==> src/rtl/seq_divider_8b_pkg.sv <==
// Shared state encoding and iteration constants for the sequential divider.
package seq_divider_8b_pkg;

  typedef enum logic [1:0] {
    DIV_IDLE = 2'd0,
    DIV_CALC = 2'd1,
    DIV_DONE = 2'd2
  } div_state_t;

  localparam logic [3:0] DIV_ITER = 4'd8;
  localparam logic [2:0] DIV_LAST = 3'(DIV_ITER - 4'd1);

endpackage

==> src/rtl/seq_divider_8b_if.sv <==
// start/busy/done request bus shared by the ALU's multi-cycle units.
interface seq_divider_8b_if;
  logic       start;
  logic [7:0] dividend;
  logic [7:0] divisor;
  logic       busy;
  logic       done;
  logic [7:0] quotient;
  logic [7:0] remainder;
  logic       div_by_zero;

  modport master (
    output start, dividend, divisor,
    input  busy, done, quotient, remainder, div_by_zero
  );

  modport slave (
    input  start, dividend, divisor,
    output busy, done, quotient, remainder, div_by_zero
  );
endinterface

==> src/rtl/seq_divider_8b_adder_8b.sv <==
// 8-bit ripple-carry adder used for the trial subtraction.
// Latency: combinational.
// Backpressure: none.
module adder_8b (
  input  logic [7:0] i0,
  input  logic [7:0] i1,
  input  logic       cin,
  output logic [7:0] sum,
  output logic       cout
);

  always_comb begin
    logic c;
    c   = cin;
    sum = '0;
    for (int i = 0; i < 8; i++) begin
      sum[i] = i0[i] ^ i1[i] ^ c;
      c      = (i0[i] & i1[i]) | (c & (i0[i] ^ i1[i]));
    end
    cout = c;
  end

endmodule

==> src/rtl/seq_divider_8b.sv <==
// Unsigned 8-bit restoring divider, one quotient bit per clock.
// Latency: done 9 cycles after an accepted start (1 cycle on divide-by-zero).
// Backpressure: start is only sampled in IDLE; requests while busy are dropped.
module seq_divider_8b
  import seq_divider_8b_pkg::*;
#(
  parameter int             WIDTH     = 8,
  parameter logic [WIDTH-1:0] DIVZERO_Q = 8'hFF
) (
  input  logic          clk,
  input  logic          reset,
  seq_divider_8b_if.slave bus
);

  div_state_t       state, state_nxt;
  logic [WIDTH-1:0] r_q;
  logic [WIDTH-2:0] r_r;
  logic [WIDTH-1:0] r_d;
  logic [2:0]       cnt;

  logic [WIDTH-1:0] rs, diff, r_new, q_new;
  logic             no_borrow;
  logic             busy, done;

  // R stays below 2^7 until the last step, so only 7 bits feed the shift.
  assign rs = {r_r, r_q[WIDTH-1]};

  adder_8b u_sub (
    .i0   (rs),
    .i1   (~r_d),
    .cin  (1'b1),
    .sum  (diff),
    .cout (no_borrow)
  );

  assign r_new = no_borrow ? diff : rs;
  assign q_new = {r_q[WIDTH-2:0], no_borrow};

  always_ff @(posedge clk or posedge reset) begin
    if (reset) state <= DIV_IDLE;
    else       state <= state_nxt;
  end

  always_comb begin
    state_nxt = state;
    case (state)
      DIV_IDLE: if (bus.start) state_nxt = (bus.divisor == '0) ? DIV_DONE : DIV_CALC;
      DIV_CALC: if (cnt == DIV_LAST) state_nxt = DIV_DONE;
      DIV_DONE: state_nxt = DIV_IDLE;
      default:  state_nxt = DIV_IDLE;
    endcase
  end

  always_comb begin
    busy = (state != DIV_IDLE);
    done = (state == DIV_DONE);
  end

  assign bus.busy = busy;
  assign bus.done = done;

  always_ff @(posedge clk or posedge reset) begin
    if (reset) begin
      r_q             <= '0;
      r_r             <= '0;
      r_d             <= '0;
      cnt             <= '0;
      bus.quotient    <= '0;
      bus.remainder   <= '0;
      bus.div_by_zero <= 1'b0;
    end else begin
      case (state)
        DIV_IDLE: if (bus.start) begin
          r_q <= bus.dividend;
          r_r <= '0;
          r_d <= bus.divisor;
          cnt <= '0;
          if (bus.divisor == '0) begin
            bus.quotient    <= DIVZERO_Q;
            bus.remainder   <= bus.dividend;
            bus.div_by_zero <= 1'b1;
          end
        end
        DIV_CALC: begin
          r_q <= q_new;
          r_r <= r_new[WIDTH-2:0];
          cnt <= cnt + 3'd1;
          if (cnt == DIV_LAST) begin
            bus.quotient    <= q_new;
            bus.remainder   <= r_new;
            bus.div_by_zero <= 1'b0;
          end
        end
        default: ;
      endcase
    end
  end

endmodule

==> src/flat_wrapper.sv <==
// flat-port wrapper written by rule: the top's interface ports become plain ports
module seq_divider_8b_flat import seq_divider_8b_pkg::*;
#(
  parameter int             WIDTH     = 8,
  parameter logic [WIDTH-1:0] DIVZERO_Q = 8'hFF
)
  (clk, reset, bus_start, bus_dividend, bus_divisor, bus_busy, bus_done, bus_quotient, bus_remainder, bus_div_by_zero);
  seq_divider_8b_if bus_i ();
  input  logic clk;
  input  logic reset;
  input wire logic [$bits(bus_i.start)-1:0] bus_start;
  input wire logic [$bits(bus_i.dividend)-1:0] bus_dividend;
  input wire logic [$bits(bus_i.divisor)-1:0] bus_divisor;
  output wire logic [$bits(bus_i.busy)-1:0] bus_busy;
  output wire logic [$bits(bus_i.done)-1:0] bus_done;
  output wire logic [$bits(bus_i.quotient)-1:0] bus_quotient;
  output wire logic [$bits(bus_i.remainder)-1:0] bus_remainder;
  output wire logic [$bits(bus_i.div_by_zero)-1:0] bus_div_by_zero;
  assign bus_i.start = bus_start;
  assign bus_i.dividend = bus_dividend;
  assign bus_i.divisor = bus_divisor;
  assign bus_busy = bus_i.busy;
  assign bus_done = bus_i.done;
  assign bus_quotient = bus_i.quotient;
  assign bus_remainder = bus_i.remainder;
  assign bus_div_by_zero = bus_i.div_by_zero;
  seq_divider_8b #(.WIDTH(WIDTH), .DIVZERO_Q(DIVZERO_Q)) u_core (.clk(clk), .reset(reset), .bus(bus_i));
endmodule
==> config.mk <==
export PLATFORM = sky130hd
export DESIGN_NAME = seq_divider_8b_flat
export DESIGN_NICKNAME = d
export VERILOG_FILES = /design/src/rtl/seq_divider_8b_pkg.sv /design/src/rtl/seq_divider_8b_if.sv /design/src/rtl/seq_divider_8b_adder_8b.sv /design/src/rtl/seq_divider_8b.sv /design/src/flat_wrapper.sv
export SDC_FILE = /design/constraint.sdc
export NUM_CORES = 1
export LEC_CHECK = 0
export ABC_AREA = 1
export BUFFER_PORTS_ARGS = -buffer_cell sky130_fd_sc_hd__buf_2
export CORE_UTILIZATION = 40
export DETAILED_ROUTE_END_ITERATION = 6
export PLACE_DENSITY_LB_ADDON = 0.15
export REMOVE_ABC_BUFFERS = 1
export SYNTH_ARGS = -nofsm -noshare
export SYNTH_HDL_FRONTEND = slang
export SYNTH_SLANG_ARGS = --single-unit
==> constraint.sdc <==
create_clock -name clk -period 10.8 [get_ports clk]
set_input_delay 1.08 -clock clk [delete_from_list [all_inputs] [get_ports clk]]
set_output_delay 1.08 -clock clk [all_outputs]
set_load 0.02 [all_outputs]
Word level (Yosys, flattened, before mapping)
Index checks and enable logic that the tools add are counted.
W data, S select, Z words.
{"block": "classes", "addsub": 1, "eq_ne": 6, "mux": 23, "n_bitwise": 40, "reduce_logical": 8}
{"cell": "$mux W8", "n": 8}
{"cell": "$pmux W8 S2", "n": 3}
{"cell": "$and A1 B1 Y1", "n": 15}
{"cell": "$xor A1 B1 Y1", "n": 15}
{"cell": "$pmux W7 S2", "n": 1}
{"cell": "$logic_not A8 Y1", "n": 1}
{"cell": "$not A8 Y8", "n": 1}
{"cell": "$or A1 B1 Y1", "n": 8}
{"cell": "$mux W7", "n": 1}
{"cell": "$mux W2", "n": 3}
{"cell": "$pmux W3 S2", "n": 1}
{"cell": "$reduce_and A2 Y1", "n": 3}
{"cell": "$ne A2 B1 Y1 const B", "n": 2}
{"cell": "$pmux W2 S2", "n": 1}
{"cell": "$reduce_and A4 Y1", "n": 1}
{"cell": "$reduce_bool A2 Y1", "n": 2}
{"cell": "$add A3 B1 Y3 const B", "n": 1}
{"cell": "$eq A3 B3 Y1 const B", "n": 1}
{"cell": "$mux W1", "n": 3}
{"cell": "$mux W3", "n": 1}
{"cell": "$eq A2 B1 Y1 const B", "n": 1}
{"cell": "$eq A2 B2 Y1 const B", "n": 1}
{"cell": "$logic_not A2 Y1", "n": 1}
{"cell": "$ne A2 B2 Y1 const B", "n": 1}
{"cell": "2 further kinds", "n": 2}
{"block": "word_totals", "regBits": 45, "inputBits": 19, "out_inout_bits": 19, "word_cells": 86}

Logic depth before layout (Yosys ltp)
{"block": "logic_depth", "depth_word": 20, "depth_mapped": 18, "depth_no_buf": 17}

Hierarchy
From an unflattened synthesis, not the netlist that was laid out.
{"block": "hier_totals", "hier_cells": 266, "area_unflattened_um2": 2280.9}
{"mod": "seq_divider_8b", "instances": 1, "cells_each": 248, "area_per_inst_um2": 2083.2, "seq_area_each_um2": 1126.1}
{"mod": "adder_8b", "instances": 1, "cells_each": 18, "area_per_inst_um2": 197.7, "seq_area_each_um2": 0.0}

Worst setup path before layout
OpenSTA, ideal clock, no wires.
{"block": "synth_path", "path_type": "reg-to-reg", "startpoint": "register u_core.r_q[7]", "endpoint": "register u_core.bus.remainder[4]", "setup_time_ps": 67, "t_arrival_ps": 3761, "required_ps": 10733, "path_slack_ps": 6973, "path_stages_with_launch": 18, "path_buffers": 1, "synth_period_minus_slack_ps": 3827, "path_cell_list": "dfrtp_1 > inv_1 > ha_1 > fa_1 > fa_1 > fa_1 > fa_1 > fa_1 > inv_1 > fa_1 > fa_1 > inv_1 > clkbuf_1 > o21ai_0 > nand2_1 > nand2_1 > nand3_1 > nand2_1"}
{"block": "synth_via", "elab_chain_len": 19, "elab_cells_between_ends": 21, "classes_between": "mux (3); bitwise (18)"}
{"element": "from (decl)", "line": "seq_divider_8b.sv:16", "text": "logic [WIDTH-1:0] r_q;"}
{"element": "from (signal assigned)", "line": "seq_divider_8b.sv:74", "text": "r_q <= bus.dividend;"}
{"element": "from (signal assigned)", "line": "seq_divider_8b.sv:85", "text": "r_q <= q_new;"}
{"element": "$and A1 B1 Y1 or $xor A1 B1 Y1 (tied branches)", "line": "seq_divider_8b_adder_8b.sv:18", "text": "c = (i0[i] & i1[i]) | (c & (i0[i] ^ i1[i]));"}
{"element": "$or A1 B1 Y1 *", "line": "seq_divider_8b_adder_8b.sv:18"}
{"element": "$and A1 B1 Y1 *", "line": "seq_divider_8b_adder_8b.sv:18"}
{"element": "$or A1 B1 Y1 *", "line": "seq_divider_8b_adder_8b.sv:18"}
{"element": "$and A1 B1 Y1 *", "line": "seq_divider_8b_adder_8b.sv:18"}
{"element": "$or A1 B1 Y1 *", "line": "seq_divider_8b_adder_8b.sv:18"}
{"element": "$and A1 B1 Y1 *", "line": "seq_divider_8b_adder_8b.sv:18"}
{"element": "$or A1 B1 Y1 *", "line": "seq_divider_8b_adder_8b.sv:18"}
{"element": "[3 not listed]"}
{"element": "$or A1 B1 Y1", "line": "seq_divider_8b_adder_8b.sv:18"}
{"element": "$and A1 B1 Y1", "line": "seq_divider_8b_adder_8b.sv:18"}
{"element": "$or A1 B1 Y1", "line": "seq_divider_8b_adder_8b.sv:18"}
{"element": "$and A1 B1 Y1", "line": "seq_divider_8b_adder_8b.sv:18"}
{"element": "$or A1 B1 Y1", "line": "seq_divider_8b_adder_8b.sv:18"}
{"element": "$mux W8 *", "line": "seq_divider_8b.sv:36", "text": "assign r_new = no_borrow ? diff : rs;"}
{"element": "$mux W8 *", "line": "seq_divider_8b.sv:88", "text": "if (cnt == DIV_LAST) begin"}
{"element": "$pmux W8 S2 *", "line": "seq_divider_8b.sv:72", "text": "case (state)"}
{"element": "to (signal assigned)", "line": "seq_divider_8b.sv:80", "text": "bus.remainder <= bus.dividend;"}
{"element": "to (signal assigned)", "line": "seq_divider_8b.sv:90", "text": "bus.remainder <= r_new;"}
{"element": "to (decl)", "line": "seq_divider_8b_if.sv:19", "text": "output busy, done, quotient, remainder, div_by_zero"}
Mark *: on every way between the ends. The rest lies on a longest branch, timed or not. The select of a mux whose other input is x is not followed.
A chain may end at the register's enable or synchronous reset.

Worst setup path after layout
{"block": "layout_path", "startpoint": "register u_core.r_q[7]", "endpoint": "register u_core.bus.remainder[5]"}
{"block": "layout_via", "elab_chain_len": 19, "elab_cells_between_ends": 21, "classes_between": "mux (3); bitwise (18)"}
{"element": "$and A1 B1 Y1 or $xor A1 B1 Y1 (tied branches)", "line": "seq_divider_8b_adder_8b.sv:18"}
{"element": "$or A1 B1 Y1 *", "line": "seq_divider_8b_adder_8b.sv:18"}
{"element": "$and A1 B1 Y1 *", "line": "seq_divider_8b_adder_8b.sv:18"}
{"element": "$or A1 B1 Y1 *", "line": "seq_divider_8b_adder_8b.sv:18"}
{"element": "$and A1 B1 Y1 *", "line": "seq_divider_8b_adder_8b.sv:18"}
{"element": "$or A1 B1 Y1 *", "line": "seq_divider_8b_adder_8b.sv:18"}
{"element": "$and A1 B1 Y1 *", "line": "seq_divider_8b_adder_8b.sv:18"}
{"element": "$or A1 B1 Y1 *", "line": "seq_divider_8b_adder_8b.sv:18"}
{"element": "[3 not listed]"}
{"element": "$or A1 B1 Y1", "line": "seq_divider_8b_adder_8b.sv:18"}
{"element": "$and A1 B1 Y1", "line": "seq_divider_8b_adder_8b.sv:18"}
{"element": "$or A1 B1 Y1", "line": "seq_divider_8b_adder_8b.sv:18"}
{"element": "$and A1 B1 Y1", "line": "seq_divider_8b_adder_8b.sv:18"}
{"element": "$or A1 B1 Y1", "line": "seq_divider_8b_adder_8b.sv:18"}
{"element": "$mux W8 *", "line": "seq_divider_8b.sv:36"}
{"element": "$mux W8 *", "line": "seq_divider_8b.sv:88"}
{"element": "$pmux W8 S2 *", "line": "seq_divider_8b.sv:72"}
Marked as above.

==> impl_metrics.json <==
{
  "root_buffer": "clkbuf_8",
  "timing.final.crit_share_pct": 37.8,
  "synthTopCellsByArea": "dfrtp_1 51%, nand2_1 15%, fa_1 6.3%, o21ai_0 6.3%, inv_1 3.9%",
  "r2r_slack_ns": 6.72,
  "status": "complete, no violations",
  "grt.overflow.total": 0,
  "ys_seq_elements": 45,
  "die_area_mm2": 0.00582,
  "pwr_density_cell_mw_per_mm2": 325,
  "dr.pass1.iters": 4,
  "grt_pass1_wl_um": 7940,
  "path_clk_slew_ns": 0.09,
  "maxCapViolCount": 0,
  "yosysTopAreaCell": "dfrtp_1",
  "clock_latency_ns": 0.30,
  "report.final.slew_viol_count": 0,
  "syn_avg_cell_area_um2": 8.90,
  "met3_length_um": 182,
  "cts_tree": "built",
  "grt_setup_unrepaired": "no",
  "core.rowCount": 26,
  "slew_headroom_pct": 40.5,
  "pre_cts_ws_ns": 6.76,
  "place_congestion": 0.798,
  "antenna_left": 0,
  "final_layout_size_suffix_gt1_share_pct": 20.4,
  "final_util_pct": 49.1,
  "nFillCells": 539,
  "port-buffer-count": 37,
  "syn_area_mm2": 0.00221,
  "htreeDepth": 2,
  "antenna_cells": 0,
  "route.detailed.drc": 0,
  "final_common_cell": "nand2_1",
  "top_level_ports": 38,
  "die_w_um": 76.3,
  "grtUsageTotal_pct": 17.1,
  "wl_met2_um": 1920,
  "setup_tns_ns": 0,
  "hold_path_class": "reg -> reg",
  "post_cts_buffers": 0,
  "coreArea_mm2": 0.00520,
  "top_layer": "met4",
  "start_util_pct": 42.4,
  "end_kind": "flop",
  "syn_to_final_growth_pct": 15.7,
  "synth_top_area_share_pct": 51.0,
  "ir_drop_v": 0.000147,
  "ys_seq_area_share_pct": 51.0,
  "finalHoldViolations": 0,
  "chipHeight_um": 76.3,
  "first_iter_violations": 89,
  "multi_input_area_um2": 933,
  "antenna_found_initial": 0,
  "ctsResizeCount": 0,
  "num_vias": 1693,
  "power_mw": 0.829,
  "crit_fanout": 14,
  "cts.sinks": 45,
  "regArea_mm2": 0.00113,
  "setup_viol": 0,
  "worstMarginPinSlew_ns": 0.893,
  "wl_per_cell_um": 12.8,
  "final_nets": 313,
  "vias_per_cell": 4.77,
  "p_leak_nw": 1.33,
  "first_global_vias": 1614,
  "dp_hpwl_um": 3120,
  "cts_buffers": 5,
  "yosysWarnings": 0,
  "final_cell_mix": "86 x nand2_1, 45 x dfrtp_1, 37 x buf_2, 28 x o21ai_0, 22 x inv_1",
  "grt_max_degree": 46,
  "finalClockSkew_ns": 0.0104,
  "fin_crit_ns": 4.08,
  "worstPathRequired_ns": 11.04,
  "crit_type": "reg -> reg",
  "cts_buffer_depth": 2,
  "synth_cell_types": 23,
  "drt-met1-wl_um": 2400,
  "postCtsHoldBufs": 0,
  "fmax_mhz": 245,
  "critPathLaunchType": "flop",
  "setup_ws_ns": 6.72,
  "worstPathArrival_ns": 4.32,
  "wl_um": 4560,
  "syn_inst": 248
}
-- through the flow --
step,cells,instance area (µm²),hold WS [ns]
finish,355,2550,0.471
floorplan,239,2150,0.468
global placement,347,2430,0.448
global route,355,2550,0.490
detailed placement,347,2430,0.454
CTS,355,2550,0.476
-- path summary, 6_finish.rpt --
path	startpoint	endpoint	cells past startpoint
hold reg to reg	u_core.bus.div_by_zero	u_core.bus.div_by_zero	2
hold / removal	u_core.bus.div_by_zero	u_core.bus.div_by_zero	2
min in group asynchronous	reset	u_core.bus.quotient[1]	3
setup reg to reg	u_core.r_q[7]	u_core.bus.remainder[5]	16
setup / recovery	u_core.r_q[7]	u_core.bus.remainder[5]	16
max in group asynchronous	reset	u_core.state[0]	3
-- cells in the mapped netlist --
cell type,instances
a21oi_1,3
mux2_2,6
buf_4,2
dfrtp_1,45
nor2_1,10
buf_2,4
o21ai_2,1
fa_1,7
a22o_1,2
nand2_4,1
buf_6,1
inv_2,2
nand2_1,86
inv_1,23
o221ai_1,1
clkbuf_1,2
o21ai_0,28
a22oi_1,1
o22ai_1,1
ha_1,3
nor2_4,1
nand3_1,17
o21ai_4,1
-- state kept, by name (all words and copies together) (netlist names) --
signal / cells
u_core.r_d: 8
u_core.cnt: 3
u_core.bus.remainder: 8
u_core.bus.quotient: 8
u_core.r_q: 8
u_core.state: 2
u_core.r_r: 7
u_core.bus.div_by_zero: 1
-- power by group --
| part | switching, mW | leakage (nW) | internal, mW |
|---|---|---|---|
| registers | 0.0420 | 0.557 | 0.249 |
| logic | 0.268 | 0.711 | 0.136 |
| clock network | 0.0591 | 0.0574 | 0.0753 |
| total | 0.370 | 1.33 | 0.460 |
-- cell families after synthesis --
family	count (synthesis)	share of synthesized area, %
fa+ha+maj	10	8.05
mux	6	3.06
compound gates	38	9.98
simple gates	115	21.2
flops	45	51.0
buf+inv	34	6.69
-- per-layer routing --
metal | GRT usage [%] | up-vias
li1 | - | 860
met1 | 25.5 | 780
met2 | 25.2 | 47
met3 | 3.35 | 6
met4 | 4.62 | 0
met5 | 0 | -
-- final cells by class --
cell class                      count  share of cell area, %
Clock buffer                        6                   3.23
Clock inverter                      2                   1.47
Inverter                           25                   3.67
Multi-Input combinational cell    169                   36.6
Sequential cell                    45                   44.1
Tap cell                           70                   3.43
Timing Repair Buffer               38                   7.55
-- critical path, stage by stage (launching register included) --
cell	delay (ns)
dfrtp_1	0.38
inv_1	0.05
ha_1	0.19
fa_1	0.46
fa_1	0.46
fa_1	0.45
fa_1	0.39
fa_1	0.36
inv_1	0.08
fa_1	0.18
fa_1	0.25
inv_1	0.20
o21ai_0	0.22
nand2_1	0.10
nand2_1	0.07
nand3_1	0.07
nand2_1	0.11
Note: power is estimated with default switching activity, not from simulation.
